**src/rtl/oled_pkg.sv**
```systemverilog
// Shared types and constants for the OLED glyph path: FSM states, command
// opcodes and font ROM geometry defaults used by the streamer, font ROM and bus driver.
package oled_pkg;

    localparam int          FONT_CODES = 15;
    localparam logic [63:0] WIDE_MASK  = 64'h0BF0;
    localparam int          ROM_LAT    = 1;

    localparam logic [7:0] OLED_CMD_PAGE = 8'hB0;
    localparam logic [7:0] OLED_CMD_COLH = 8'h10;
    localparam logic [7:0] OLED_CMD_COLL = 8'h00;

    typedef enum logic [2:0] {
        ST_IDLE,
        ST_CMD0,
        ST_CMD1,
        ST_CMD2,
        ST_RD_ADDR,
        ST_RD_WAIT,
        ST_RD_OUT
    } glyph_state_t;

    // Final column index of a row: glyph width minus one, optionally clipped
    // so the row never runs past display column 127.
    function automatic logic [3:0] last_index(input logic wide, input logic [6:0] col,
                                              input logic clip_en);
        logic [7:0] width;
        logic [7:0] room;
        width = wide ? 8'd16 : 8'd8;
        room  = 8'd128 - {1'b0, col};
        if (clip_en && (room < width))
            return 4'(room - 8'd1);
        return 4'(width - 8'd1);
    endfunction

endpackage

```
**src/rtl/oled_byte_hold.sv**
```systemverilog
// Single-entry output register for (byte, dc, last) with valid/ready.
// Contents stay frozen while the consumer stalls.
module oled_byte_hold (
    input  logic       sys_clk,
    input  logic       rst,
    input  logic       in_valid,
    output logic       in_ready,
    input  logic [7:0] in_byte,
    input  logic       in_dc,
    input  logic       in_last,
    output logic       out_valid,
    input  logic       out_ready,
    output logic [7:0] out_byte,
    output logic       out_dc,
    output logic       out_last
);

    logic       valid_reg;
    logic [9:0] data_reg;

    // Accept a new entry when empty or when the current one leaves this cycle.
    assign in_ready = !valid_reg || out_ready;

    always_ff @(posedge sys_clk or posedge rst) begin
        if (rst) begin
            valid_reg <= 1'b0;
            data_reg  <= '0;
        end else if (in_valid && in_ready) begin
            valid_reg <= 1'b1;
            data_reg  <= {in_last, in_dc, in_byte};
        end else if (out_ready) begin
            valid_reg <= 1'b0;
        end
    end

    assign out_valid = valid_reg;
    assign out_byte  = data_reg[7:0];
    assign out_dc    = data_reg[8];
    assign out_last  = data_reg[9];

endmodule

```
**src/rtl/oled_glyph_streamer.sv**
```systemverilog
// Sequences one glyph request into font ROM reads and an OLED command/data byte stream.
// Define OLED_GLYPH_CLIP_EN to drop data columns that would fall past display column 127.
module oled_glyph_streamer
    import oled_pkg::*;
#(
    parameter int          FONT_CODES_P = FONT_CODES,
    parameter logic [63:0] WIDE_MASK_P  = WIDE_MASK,
    parameter int          ROM_LAT_P    = ROM_LAT
) (
    input  logic       sys_clk,
    input  logic       rst,
    input  logic       req_valid,
    output logic       req_ready,
    input  logic [5:0] req_code,
    input  logic [2:0] req_page,
    input  logic [6:0] req_col,
    output logic [5:0] font_sel,
    output logic       font_row,
    output logic [8:0] index,
    input  logic [7:0] font_data,
    output logic       out_valid,
    input  logic       out_ready,
    output logic [7:0] out_byte,
    output logic       out_dc,
    output logic       out_last,
    output logic       busy,
    output logic       err_code
);

`ifdef OLED_GLYPH_CLIP_EN
    localparam logic CLIP_EN = 1'b1;
`else
    localparam logic CLIP_EN = 1'b0;
`endif

    glyph_state_t state_reg, state_next;
    logic [5:0]   code_reg, code_next;
    logic [2:0]   page_reg, page_next;
    logic [6:0]   col_reg, col_next;
    logic [3:0]   last_idx_reg, last_idx_next;
    logic         row_reg, row_next;
    logic [3:0]   idx_reg, idx_next;
    logic [3:0]   wait_reg, wait_next;
    logic         err_reg, err_next;

    logic         hold_in_valid, hold_in_ready, hold_in_dc, hold_in_last;
    logic [7:0]   hold_in_byte;
    logic         code_ok, rd_phase;
    logic [2:0]   row_page;

    assign code_ok  = (32'(req_code) < FONT_CODES_P);
    assign row_page = page_reg + {2'b00, row_reg};
    assign rd_phase = (state_reg == ST_RD_ADDR) || (state_reg == ST_RD_WAIT) ||
                      (state_reg == ST_RD_OUT);

    always_ff @(posedge sys_clk or posedge rst) begin
        if (rst) begin
            state_reg    <= ST_IDLE;
            code_reg     <= '0;
            page_reg     <= '0;
            col_reg      <= '0;
            last_idx_reg <= '0;
            row_reg      <= 1'b0;
            idx_reg      <= '0;
            wait_reg     <= '0;
            err_reg      <= 1'b0;
        end else begin
            state_reg    <= state_next;
            code_reg     <= code_next;
            page_reg     <= page_next;
            col_reg      <= col_next;
            last_idx_reg <= last_idx_next;
            row_reg      <= row_next;
            idx_reg      <= idx_next;
            wait_reg     <= wait_next;
            err_reg      <= err_next;
        end
    end

    always_comb begin
        state_next    = state_reg;
        code_next     = code_reg;
        page_next     = page_reg;
        col_next      = col_reg;
        last_idx_next = last_idx_reg;
        row_next      = row_reg;
        idx_next      = idx_reg;
        wait_next     = wait_reg;
        err_next      = 1'b0;
        hold_in_valid = 1'b0;
        hold_in_byte  = '0;
        hold_in_dc    = 1'b0;
        hold_in_last  = 1'b0;
        case (state_reg)
            ST_IDLE: begin
                if (req_valid && req_ready) begin
                    if (code_ok) begin
                        code_next     = req_code;
                        page_next     = req_page;
                        col_next      = req_col;
                        last_idx_next = last_index(WIDE_MASK_P[req_code], req_col, CLIP_EN);
                        row_next      = 1'b0;
                        idx_next      = '0;
                        state_next    = ST_CMD0;
                    end else begin
                        err_next = 1'b1;
                    end
                end
            end
            ST_CMD0: begin
                hold_in_valid = 1'b1;
                hold_in_byte  = OLED_CMD_PAGE | {5'd0, row_page};
                if (hold_in_ready) state_next = ST_CMD1;
            end
            ST_CMD1: begin
                hold_in_valid = 1'b1;
                hold_in_byte  = OLED_CMD_COLH | {5'd0, col_reg[6:4]};
                if (hold_in_ready) state_next = ST_CMD2;
            end
            ST_CMD2: begin
                hold_in_valid = 1'b1;
                hold_in_byte  = OLED_CMD_COLL | {4'd0, col_reg[3:0]};
                if (hold_in_ready) begin
                    idx_next   = '0;
                    state_next = ST_RD_ADDR;
                end
            end
            ST_RD_ADDR: begin
                wait_next  = '0;
                state_next = ST_RD_WAIT;
            end
            ST_RD_WAIT: begin
                if (wait_reg == 4'(ROM_LAT_P - 1)) state_next = ST_RD_OUT;
                else                               wait_next  = wait_reg + 4'd1;
            end
            ST_RD_OUT: begin
                // Address stays on the ROM here, so font_data is stable until taken.
                hold_in_valid = 1'b1;
                hold_in_byte  = font_data;
                hold_in_dc    = 1'b1;
                hold_in_last  = row_reg && (idx_reg == last_idx_reg);
                if (hold_in_ready) begin
                    if (idx_reg == last_idx_reg) begin
                        if (row_reg) begin
                            state_next = ST_IDLE;
                        end else begin
                            row_next   = 1'b1;
                            idx_next   = '0;
                            state_next = ST_CMD0;
                        end
                    end else begin
                        idx_next   = idx_reg + 4'd1;
                        state_next = ST_RD_ADDR;
                    end
                end
            end
            default: state_next = ST_IDLE;
        endcase
    end

    oled_byte_hold u_hold (
        .sys_clk   (sys_clk),
        .rst       (rst),
        .in_valid  (hold_in_valid),
        .in_ready  (hold_in_ready),
        .in_byte   (hold_in_byte),
        .in_dc     (hold_in_dc),
        .in_last   (hold_in_last),
        .out_valid (out_valid),
        .out_ready (out_ready),
        .out_byte  (out_byte),
        .out_dc    (out_dc),
        .out_last  (out_last)
    );

    // The glyph is finished only once its final byte has left the hold register.
    assign busy      = (state_reg != ST_IDLE) || out_valid;
    assign req_ready = (state_reg == ST_IDLE) && !out_valid && !err_reg;
    assign err_code  = err_reg;

    assign font_sel  = rd_phase ? code_reg : 6'd0;
    assign font_row  = rd_phase && row_reg;
    assign index     = rd_phase ? {5'd0, idx_reg} : 9'd0;

endmodule

```
**config.mk**
```make
export PLATFORM = sky130hd
export DESIGN_NAME = oled_glyph_streamer
export DESIGN_NICKNAME = d
export VERILOG_FILES = /design/src/rtl/oled_pkg.sv /design/src/rtl/oled_byte_hold.sv /design/src/rtl/oled_glyph_streamer.sv
export SDC_FILE = /design/constraint.sdc
export NUM_CORES = 1
export LEC_CHECK = 0
export ABC_AREA = 1
export CORE_MARGIN = 3
export CORE_UTILIZATION = 45
export DETAILED_ROUTE_END_ITERATION = 12
export GPL_ROUTABILITY_DRIVEN = 0
export GPL_TIMING_DRIVEN = 0
export PLACE_DENSITY = 0.72
export SLEW_MARGIN = 10
export SYNTH_ARGS = -nofsm -noshare
export SYNTH_HDL_FRONTEND = slang
export SYNTH_HIERARCHICAL = 1
export SYNTH_SLANG_ARGS = --single-unit
```
**constraint.sdc**
```tcl
create_clock -name sys_clk -period 1.5 [get_ports sys_clk]
set_input_delay 0.225 -clock sys_clk [delete_from_list [all_inputs] [get_ports sys_clk]]
set_output_delay 0.225 -clock sys_clk [all_outputs]
set_load 0.02 [all_outputs]
```
==> results of run 1 <==
## metal layers
metal	wire, microns	track usage [%]
met1	3180	28.0
met2	4070	35.9
met3	486	4.42
met4	299	5.50
met5	0	0
## logic make-up (layout without fill, tap and decap cells)
family                   count (synthesis)  after routing  share of synthesized area, %
AO/OA/AOI/OAI                           28             28                          6.53
XOR/XNOR                                 3              3                          1.09
adder cells (fa/ha/maj)                  5              5                          2.59
buffers and inverters                   59            163                          12.1
flip-flops                              42             42                          43.5
other                                    1              5                         0.155
AND/OR/NAND/NOR                        181            181                          34.0
## worst reg2reg max path: stages, from the launching register on
cell and delay [ps]:
dfrtp_1 410, inv_2 100, buf_6 120, nor2_4 40, buf_4 120, buf_4 130
nand3_4 120, nand3_2 150, nor2_4 220, nand2_1 100, o21ai_1 90
## synth_stat cells, drive strengths merged
cell type	count
nand3b	1
clkbuf	1
nor2	21
nor4	1
o2111ai	3
clkinv	1
conb	1
ha	5
nor3	2
nor3b	2
nand3	27
a21oi	1
o31ai	1
nand4	4
or2	2
buf	14
xor2	1
o21ai	21
xnor2	2
nand2	121
o211ai	1
inv	43
a31oi	1
dfrtp	42
## timing repair
action | CTS | global route
resized for setup | 130 | 105
buffers inserted | 25 | 18
cloned | 1 | 2
setup endpoints to repair | 38 | 59
pin swaps | 10 | 25
## stage by stage
stage | utilization [%] | setup TNS, ps
after global placement | 59.1 | -19010
after detailed placement | 59.1 | -11660
after CTS | 68.0 | -1530
final | 77.6 | -3930
after global routing | 77.6 | -6330
after floorplan | - | 0
## where the power goes
part | internal (uW) | switching (uW) | total (uW)
clock | 498 | 396 | 894
combinational | 1820 | 2280 | 4100
sequential | 1500 | 275 | 1780
## area by class of cell
cell class / instances / area (sq um) / share of cell area (%)
plain buffers: 15 / 158 / 3.95
well taps: 70 / 87.6 / 2.20
inverters: 44 / 199 / 4.99
repair buffers: 96 / 951 / 23.9
clock buffers: 7 / 76.3 / 1.91
multi-input cells: 222 / 1430 / 35.8
clock inverters: 1 / 30.0 / 0.753
flip-flops and latches: 42 / 1060 / 26.5
## worst max-delay path by stage
stage	slack, ps	end	cells after the start	start
after global placement	-610	font_sel[3]	9	state_reg[2]$_DFFE_PP0P_
after global routing	-260	font_sel[4]	9	state_reg[2]$_DFFE_PP0P_
after CTS	-150	font_sel[3]	9	state_reg[2]$_DFFE_PP0P_
after detailed placement	-640	font_sel[3]	9	state_reg[2]$_DFFE_PP0P_
final	-220	font_sel[2]	9	state_reg[2]$_DFFE_PP0P_
after floorplan	8	page_reg[2]$_DFFE_PP0P_	10	state_reg[0]$_DFFE_PP0P_
==> impl_metrics.env, run 1 <==
export IMPL_layout_area_overhead_vs_synth_pct=65.0
export IMPL_path_buf_inv=6
export IMPL_vias=2625
export IMPL_synth_distinct_cells=35
export IMPL_path_common_cell="inv_2"
export IMPL_synth_area_leaders="dfrtp_1 (44%), nand2_1 (18%), inv_1 (6.1%)"
export IMPL_die_h_microns=79.3
export IMPL_rr_worst_depth=10
export IMPL_cp_data_required_time_ps=1270
export IMPL_portBuffers=52
export IMPL_path_clk_slew_ps=80
export IMPL_cpMaxStageDelayCell="dfrtp_1"
export IMPL_hold_buffers=0
export IMPL_r2r_start="state_reg[2]$_DFFE_PP0P_"
export IMPL_pre_cts_ws_ps=-635
export IMPL_drv_slew=0
export IMPL_synth_area_sq_um=2420
export IMPL_yosysTopAreaCell="dfrtp_1"
export IMPL_peakVddDrop_mv=1.03
export IMPL_worst_pin_slew_ps=680
export IMPL_cellLeakagePower_uw=0.00217
export IMPL_path_class="reg2out"
export IMPL_violations="negative setup slack"
export IMPL_antenna_found_initial=0
export IMPL_postRouteWirelength_mm=8.03
export IMPL_start_util_pct=47.0
export IMPL_root_buffer="clkbuf_8"
export IMPL_status="finished with violations"
export IMPL_crit_path_max_incr_delay_ps=390
export IMPL_fillers=344
export IMPL_cts_buffers=5
export IMPL_drc=0
export IMPL_synth_top_cell_area_share_pct=43.5
export IMPL_crit_path_start_kind="register"
export IMPL_postSynthAreaPerCell_sq_um=7.57
export IMPL_diodes=0
export IMPL_dpl_cell_count=445
export IMPL_hold_slack_ps=252
export IMPL_grt_max_degree=32
export IMPL_critPathTopFamily="buffers and inverters"
export IMPL_stdcell_count=497
export IMPL_fin_area_sq_um=3990
export IMPL_clock_latency_ps=310
export IMPL_finalWorstSetupSlack_ps=-219
export IMPL_std_cell_rows=26
export IMPL_syn_inst=319
export IMPL_yosysWarnings=6
export IMPL_ys_seq_elements=42
export IMPL_end_kind="output port"
export IMPL_hpwl_mm=4.10
export IMPL_drt_initial_drc_count=229
export IMPL_dieWidth_microns=79.3
export IMPL_dieArea_sq_um=6280
export IMPL_final_common_cell="nand2_1"
export IMPL_path_max_fanout=5
export IMPL_cts_tree="yes"
export IMPL_core_area_sq_um=5140
export IMPL_arrival_ps=1490
export IMPL_p_per_area_nw_per_um2=1700
export IMPL_viasPerCell=5.28
export IMPL_hold_viol=0
export IMPL_wl_per_cell_microns=16.2
export IMPL_fin_crit_ps=1720
export IMPL_r2r_end="state_reg[2]$_DFFE_PP0P_"
export IMPL_grt_pass1_wl_mm=10.6
export IMPL_rsz0062_at_grt="yes"
export IMPL_fmax_ghz=0.582
export IMPL_grt_pass1_vias=2234
export IMPL_io_pins=58
export IMPL_path_cells="inv_2, buf_6, nor2_4, inv_2, nand2_4, buf_8, nand2_2, inv_2, buf_6"
export IMPL_clock_sinks=42
export IMPL_grt_ovfl_total=0
export IMPL_antenna_left=0
export IMPL_fin_skew_ps=8.77
export IMPL_grt_usage_pct=21.4
export IMPL_h_tree_depth=2
export IMPL_synth_seq_area_share_pct=43.5
export IMPL_final_layout_size_suffix_gt1_share_pct=41.2
export IMPL_firstDrtPassIters=4
export IMPL_r2r_slack_ps=-180
export IMPL_place_area_sq_um=3040
export IMPL_final_net_count=459
export IMPL_largest_reg_flops=10
export IMPL_fin_crit_sh_pct=115
export IMPL_maxCapViolCount=0
export IMPL_setup_viol=39
export IMPL_total_power_uw=6770
export IMPL_layout_common_cells="nand2_1 (87), buf_4 (37), dfrtp_1 (37), buf_6 (28), clkdlybuf4s50_1 (27)"
export IMPL_relSlewSlack_pct=54.6
export IMPL_min_path_type="in2async"
export IMPL_cts_buffer_depth=2
Note: power is estimated with default switching activity, not from simulation.
==> run 2, diff against run 1 <==
--- a/config.mk
+++ b/config.mk
@@ -7,7 +7,7 @@
 export LEC_CHECK = 0
 export ABC_AREA = 1
 export CORE_MARGIN = 3
-export CORE_UTILIZATION = 45
+export CORE_UTILIZATION = 44
 export DETAILED_ROUTE_END_ITERATION = 12
 export GPL_ROUTABILITY_DRIVEN = 0
 export GPL_TIMING_DRIVEN = 0
@@ -15,5 +15,4 @@
 export SLEW_MARGIN = 10
 export SYNTH_ARGS = -nofsm -noshare
 export SYNTH_HDL_FRONTEND = slang
-export SYNTH_HIERARCHICAL = 1
 export SYNTH_SLANG_ARGS = --single-unit
==> run 2 against run 1 <==
Effect of this change: the flow still finishes with violations (negative setup slack); combinational power is 28% lower; highest routed layer unchanged; global-route usage down 1.9 points; routed wire length is 26% lower; register-to-register slack gained 160 ps; critical path type unchanged.
==> impl_metrics.env, run 2 <==
export IMPL_cts_buffers=5
export IMPL_stdcell_count=453
export IMPL_dpl_cell_count=423
export IMPL_yosysTopAreaCell="dfrtp_1"
export IMPL_grt_max_degree=37
export IMPL_cpMaxStageDelayCell="dfrtp_1"
export IMPL_path_class="reg2out"
export IMPL_final_util_pct=71.8
export IMPL_synth_seq_area_share_pct=46.1
export IMPL_path_clk_slew_ps=80
export IMPL_place_area_sq_um=2920
export IMPL_violations="negative setup slack"
export IMPL_syn_inst=299
export IMPL_path_cells="buf_6, nor2_4, inv_2, nand2_4, buf_8, nand2_2, inv_2, buf_6"
export IMPL_r2r_start="state_reg[1]$_DFFE_PP0P_"
export IMPL_p_per_area_nw_per_um2=1570
export IMPL_rsz0062_at_grt="yes"
export IMPL_io_pins=58
export IMPL_crit_path_start_kind="register"
export IMPL_antenna_left=0
export IMPL_fin_crit_sh_pct=112
export IMPL_vias=2210
export IMPL_synth_area_leaders="dfrtp_1 (46%), nand2_1 (17%), inv_1 (6.1%)"
export IMPL_firstDrtPassIters=4
export IMPL_peakVddDrop_mv=0.915
export IMPL_drv_slew=0
export IMPL_path_max_fanout=5
export IMPL_std_cell_rows=25
export IMPL_postRouteWirelength_mm=5.92
export IMPL_yosysWarnings=0
export IMPL_h_tree_depth=2
export IMPL_fin_area_sq_um=3500
export IMPL_grt_pass1_wl_mm=9.44
export IMPL_synth_distinct_cells=34
export IMPL_maxCapViolCount=0
export IMPL_grt_ovfl_total=0
export IMPL_core_area_sq_um=4880
export IMPL_crit_path_max_incr_delay_ps=400
export IMPL_fmax_ghz=0.594
export IMPL_hold_buffers=0
export IMPL_synth_ff_type="dfrtp_1"
export IMPL_final_net_count=418
export IMPL_grt_pass1_vias=2017
export IMPL_pre_cts_ws_ps=-662
export IMPL_diodes=0
export IMPL_largest_reg_flops=10
export IMPL_layout_area_overhead_vs_synth_pct=53.6
export IMPL_synth_commonest_cells="nand2_1 (104), dfrtp_1 (42), inv_1 (37)"
export IMPL_wl_per_cell_microns=13.1
export IMPL_cp_data_required_time_ps=1270
export IMPL_synth_area_sq_um=2280
export IMPL_viasPerCell=4.88
export IMPL_drt_initial_drc_count=165
export IMPL_final_common_cell="nand2_1"
export IMPL_hold_viol=0
export IMPL_dieArea_sq_um=6080
export IMPL_grt_usage_pct=19.5
export IMPL_clock_latency_ps=300
export IMPL_cellLeakagePower_uw=0.00191
export IMPL_synthArstFlopShare_pct=100
export IMPL_start_util_pct=46.7
export IMPL_finalWorstSetupSlack_ps=-184
export IMPL_status="finished with violations"
export IMPL_root_buffer="clkbuf_8"
export IMPL_arrival_ps=1460
export IMPL_synth_most_common_cell="nand2_1"
export IMPL_fillers=361
export IMPL_layout_common_cells="nand2_1 (78), dfrtp_1 (39), clkdlybuf4s50_1 (27), nand2_2 (26)"
export IMPL_drc=0
export IMPL_cts_tree="yes"
export IMPL_fin_tns_setup_ps=-1980
export IMPL_cts_buffer_depth=2
export IMPL_crit_start="state_reg[1]$_DFFE_PP0P_"
export IMPL_antenna_found_initial=0
export IMPL_setup_viol=17
export IMPL_portBuffers=52
export IMPL_final_layout_size_suffix_gt1_share_pct=34.5
export IMPL_fin_skew_ps=5.02
export IMPL_die_h_microns=78
export IMPL_postSynthAreaPerCell_sq_um=7.63
export IMPL_fin_crit_ps=1680
export IMPL_clock_sinks=42
export IMPL_synth_edf_count=0
export IMPL_dieWidth_microns=78
export IMPL_hpwl_mm=3.78
export IMPL_min_path_type="in2async"
export IMPL_ys_seq_elements=42
export IMPL_end_kind="output port"
export IMPL_synth_top_cell_area_share_pct=46.1
[run 2: cell families (layout without fill, tap and decap cells)]
kind of cell,count (synthesis),count (layout),share of synthesized area [%]
AND/OR/NAND/NOR,153,153,28.8
buffers and inverters,55,138,10.8
flip-flops,42,42,46.1
AO/OA/AOI/OAI,38,38,9.49
adder cells (fa/ha/maj),5,5,2.74
XOR/XNOR,5,5,1.92
other,1,5,0.164
[run 2: final timing paths]
| kind | to | slack, ps | cells after the start |
|---|---|---|---|
| min in group sys_clk | page_reg[2]$_DFFE_PP0P_ | 450 | 3 |
| max in group asynchronous | row_reg$_DFFE_PP0P_ | 940 | 3 |
| worst max register to register | idx_reg[3]$_DFFE_PP0P_ | -20 | 10 |
| worst min-delay path | code_reg[4]$_DFFE_PP0P_ | 130 | 2 |
| worst min register to register | u_hold.data_reg[6]$_DFFE_PP0P_ | 470 | 2 |
| worst max-delay path | index[2] | -180 | 8 |
[run 2: final cells by class]
type	instances	area [sq um]	area share, %
clock inverters	1	5.00	0.143
plain buffers	12	121	3.46
flip-flops and latches	42	1050	30.1
repair buffers	75	805	23.0
multi-input cells	206	1170	33.5
inverters	43	176	5.03
well taps	67	83.8	2.39
clock buffers	7	86.3	2.46
[run 2: repair_timing]
action                     in CTS  in global routing
cloned                          1                  3
setup buffers                  11                  7
gates resized for setup       113                 69
setup endpoints to repair      36                 57
pin swaps                       5                  9
[run 2: report_power, final]
part           leakage (uW)  switching [uW]  internal (uW)
clock             0.0000482             395            372
sequential         0.000537             253           1500
combinational       0.00132            1690           1280
[run 2: through the flow]
step | power [uW] | hold WS, ps
after detailed placement | 3910 | 451
after global routing | 5860 | 136
after floorplan | 3150 | 335
final | 5490 | 126
after global placement | 3870 | 454
after CTS | 5060 | 134
[run 2: critical path: cells and delay by family (launching register included)]
| kind | cells | cell delay [ps] |
|---|---|---|
| buffers and inverters | 5 | 500 |
| flip-flops | 1 | 400 |
| AND/OR/NAND/NOR | 3 | 250 |
[run 2: layer usage]
metal	wire length (microns)	vias to the layer above	track usage [%]	part of all wire (%)
met1	2440	1031	25.0	41
met4	128	0	6.47	2.2
met3	322	12	4.87	5.4
met5	0	-	0	0
met2	3030	71	32.1	51
li1	-	1096	-	-
==> run 3, diff against run 2 <==
--- a/config.mk
+++ b/config.mk
@@ -12,7 +12,8 @@
 export GPL_ROUTABILITY_DRIVEN = 0
 export GPL_TIMING_DRIVEN = 0
 export PLACE_DENSITY = 0.72
-export SLEW_MARGIN = 10
+export REMOVE_ABC_BUFFERS = 1
+export SLEW_MARGIN = 40
 export SYNTH_ARGS = -nofsm -noshare
 export SYNTH_HDL_FRONTEND = slang
 export SYNTH_SLANG_ARGS = --single-unit
==> run 3 against run 2 <==
Effect of this change: the run still ends with negative setup slack left; worst hold slack improved by 200 ps; design area decreased by 3.5%; core utilization decreased by 2.5 points; via count decreased by 1.4%; clock-buffer cell count decreased by 1; maximum frequency increased by 2.0%; critical path depth decreased by 2; flip-flop and latch count unchanged; clock skew increased by 1.1 ps; critical path type unchanged; largest power group unchanged.
==> impl_metrics.env, run 3 (synthesis results as in run 2) <==
export IMPL_cts_buffer_depth=2
export IMPL_cp_data_required_time_ps=1270
export IMPL_path_max_fanout=4
export IMPL_viasPerCell=4.97
export IMPL_multi_input_area_sq_um=1220
export IMPL_layout_area_overhead_vs_synth_pct=48.2
export IMPL_hold_slack_ps=327
export IMPL_firstDrtPassIters=4
export IMPL_final_net_count=404
export IMPL_cts_buffers=5
export IMPL_vias=2180
export IMPL_min_path_type="in2async"
export IMPL_final_util_pct=69.3
export IMPL_drc=0
export IMPL_grt_max_degree=43
export IMPL_drt_initial_drc_count=108
export IMPL_fin_tns_setup_ps=-2560
export IMPL_dieArea_sq_um=6080
export IMPL_final_common_cell="nand2_1"
export IMPL_hpwl_mm=3.59
export IMPL_setup_viol=32
export IMPL_io_pins=58
export IMPL_r2r_slack_ps=-80
export IMPL_grt_usage_pct=18.4
export IMPL_grt_pass1_wl_mm=9.11
export IMPL_start_util_pct=46.7
export IMPL_r2r_end="idx_reg[2]$_DFFE_PP0P_"
export IMPL_violations="negative setup slack"
export IMPL_hold_viol=0
export IMPL_grt_pass1_vias=2000
export IMPL_seqCellArea_sq_um=1050
export IMPL_antenna_left=0
export IMPL_die_h_microns=78
export IMPL_largest_reg_flops=10
export IMPL_path_cells="nor2_2, nand2_2, clkinv_4, nand2_4, nor2_4, buf_6"
export IMPL_rsz0062_at_grt="yes"
export IMPL_worst_pin_slew_ps=513
export IMPL_path_clk_slew_ps=80
export IMPL_cts_tree="yes"
export IMPL_clock_latency_ps=290
export IMPL_arrival_ps=1420
export IMPL_peakVddDrop_mv=0.934
export IMPL_cellLeakagePower_uw=0.00187
export IMPL_diodes=0
export IMPL_wl_per_cell_microns=13.5
export IMPL_dieWidth_microns=78
export IMPL_cpMaxStageDelayCell="dfrtp_2"
export IMPL_crit_path_start_kind="register"
export IMPL_fmax_ghz=0.606
export IMPL_grt_ovfl_total=0
export IMPL_finalWorstSetupSlack_ps=-150
export IMPL_path_buf_inv=2
export IMPL_end_kind="output port"
export IMPL_h_tree_depth=2
export IMPL_r2r_start="state_reg[2]$_DFFE_PP0P_"
export IMPL_core_area_sq_um=4880
export IMPL_drv_slew=0
export IMPL_portBuffers=52
export IMPL_clock_sinks=42
export IMPL_rr_worst_depth=9
export IMPL_postRouteWirelength_mm=5.91
export IMPL_maxCapViolCount=0
export IMPL_antenna_found_initial=0
export IMPL_fin_crit_ps=1650
export IMPL_relSlewSlack_pct=65.8
export IMPL_p_per_area_nw_per_um2=1640
export IMPL_fillers=399
export IMPL_final_layout_size_suffix_gt1_share_pct=26.9
export IMPL_root_buffer="clkbuf_8"
export IMPL_fin_skew_ps=6.10
export IMPL_layout_common_cells="nand2_1 (83), dfrtp_1 (40), inv_1 (31), clkdlybuf4s50_1 (27), nand3_1 (17)"
export IMPL_critPathTopFamily="flip-flops"
export IMPL_crit_path_max_incr_delay_ps=470
export IMPL_path_class="reg2out"
export IMPL_fin_crit_sh_pct=110
export IMPL_std_cell_rows=25
export IMPL_status="finished with violations"
==> run 3: cell types whose count changed in the layout (fill, tap and decap cells not counted), sizes merged <==
cell / before / now
buf: 45 / 28
bufinv: 0 / 2
clkbuf: 10 / 6
clkinv: 2 / 1
inv: 42 / 45
nand2: 107 / 108
nand3: 21 / 23
==> run 3: per-layer routing <==
layer,up-vias,GRT usage (%),wire length [microns]
li1,1081,-,-
met1,1019,25.5,2460
met2,70,30.3,3000
met3,10,2.44,343
met4,0,4.90,101
met5,-,0,0
==> run 3: final cells by class <==
| cell class | instances | area share [%] |
|---|---|---|
| tap | 67 | 2.48 |
| clock buffer | 6 | 2.44 |
| clock inverter | 2 | 1.78 |
| timing repair buffer | 67 | 19.8 |
| multi-input combinational | 209 | 36.1 |
| inverter | 43 | 5.51 |
| timing repair inverter | 3 | 0.777 |
| sequential | 42 | 31.2 |
==> run 3: what timing repair did <==
action,in CTS,in global routing
hold endpoints to repair,0,0
hold buffers,0,0
setup buffers,7,8
setup endpoints to repair,46,52
pin swaps,4,6
resized for setup,105,53
cloned,2,4
==> run 3: stage by stage <==
step | worst slack, ps | std cells | instance area, sq um | total power [uW]
final | -150 | 439 | 3380 | 5560
after floorplan | -204 | 291 | 2210 | 3090
after global placement | -663 | 410 | 2820 | 3790
after detailed placement | -698 | 410 | 2820 | 3820
after CTS | -109 | 427 | 3120 | 5190
after global routing | -200 | 439 | 3380 | 5920
==> run 3: worst max-delay path by stage <==
stage	cells after the start	slack [ps]	end	from
3_3_place_gp	6	-660	font_sel[3]	state_reg[1]$_DFFE_PP0P_
3_5_place_dp	6	-700	font_row	state_reg[1]$_DFFE_PP0P_
2_1_floorplan	9	-200	col_reg[1]$_DFFE_PP0P_	state_reg[1]$_DFFE_PP0P_
5_1_grt	6	-200	req_ready	state_reg[0]$_DFFE_PP0P_
4_1_cts	6	-110	font_sel[3]	state_reg[1]$_DFFE_PP0P_
6_report	6	-150	req_ready	state_reg[0]$_DFFE_PP0P_
==> run 3: where the power goes <==
part	switching (uW)	internal (uW)	leakage [uW]	total, uW
logic	1620	1080	0.00126	2710
registers	254	1500	0.000538	1750
clock network	390	710	0.0000714	1100
total	2270	3290	0.00187	5560
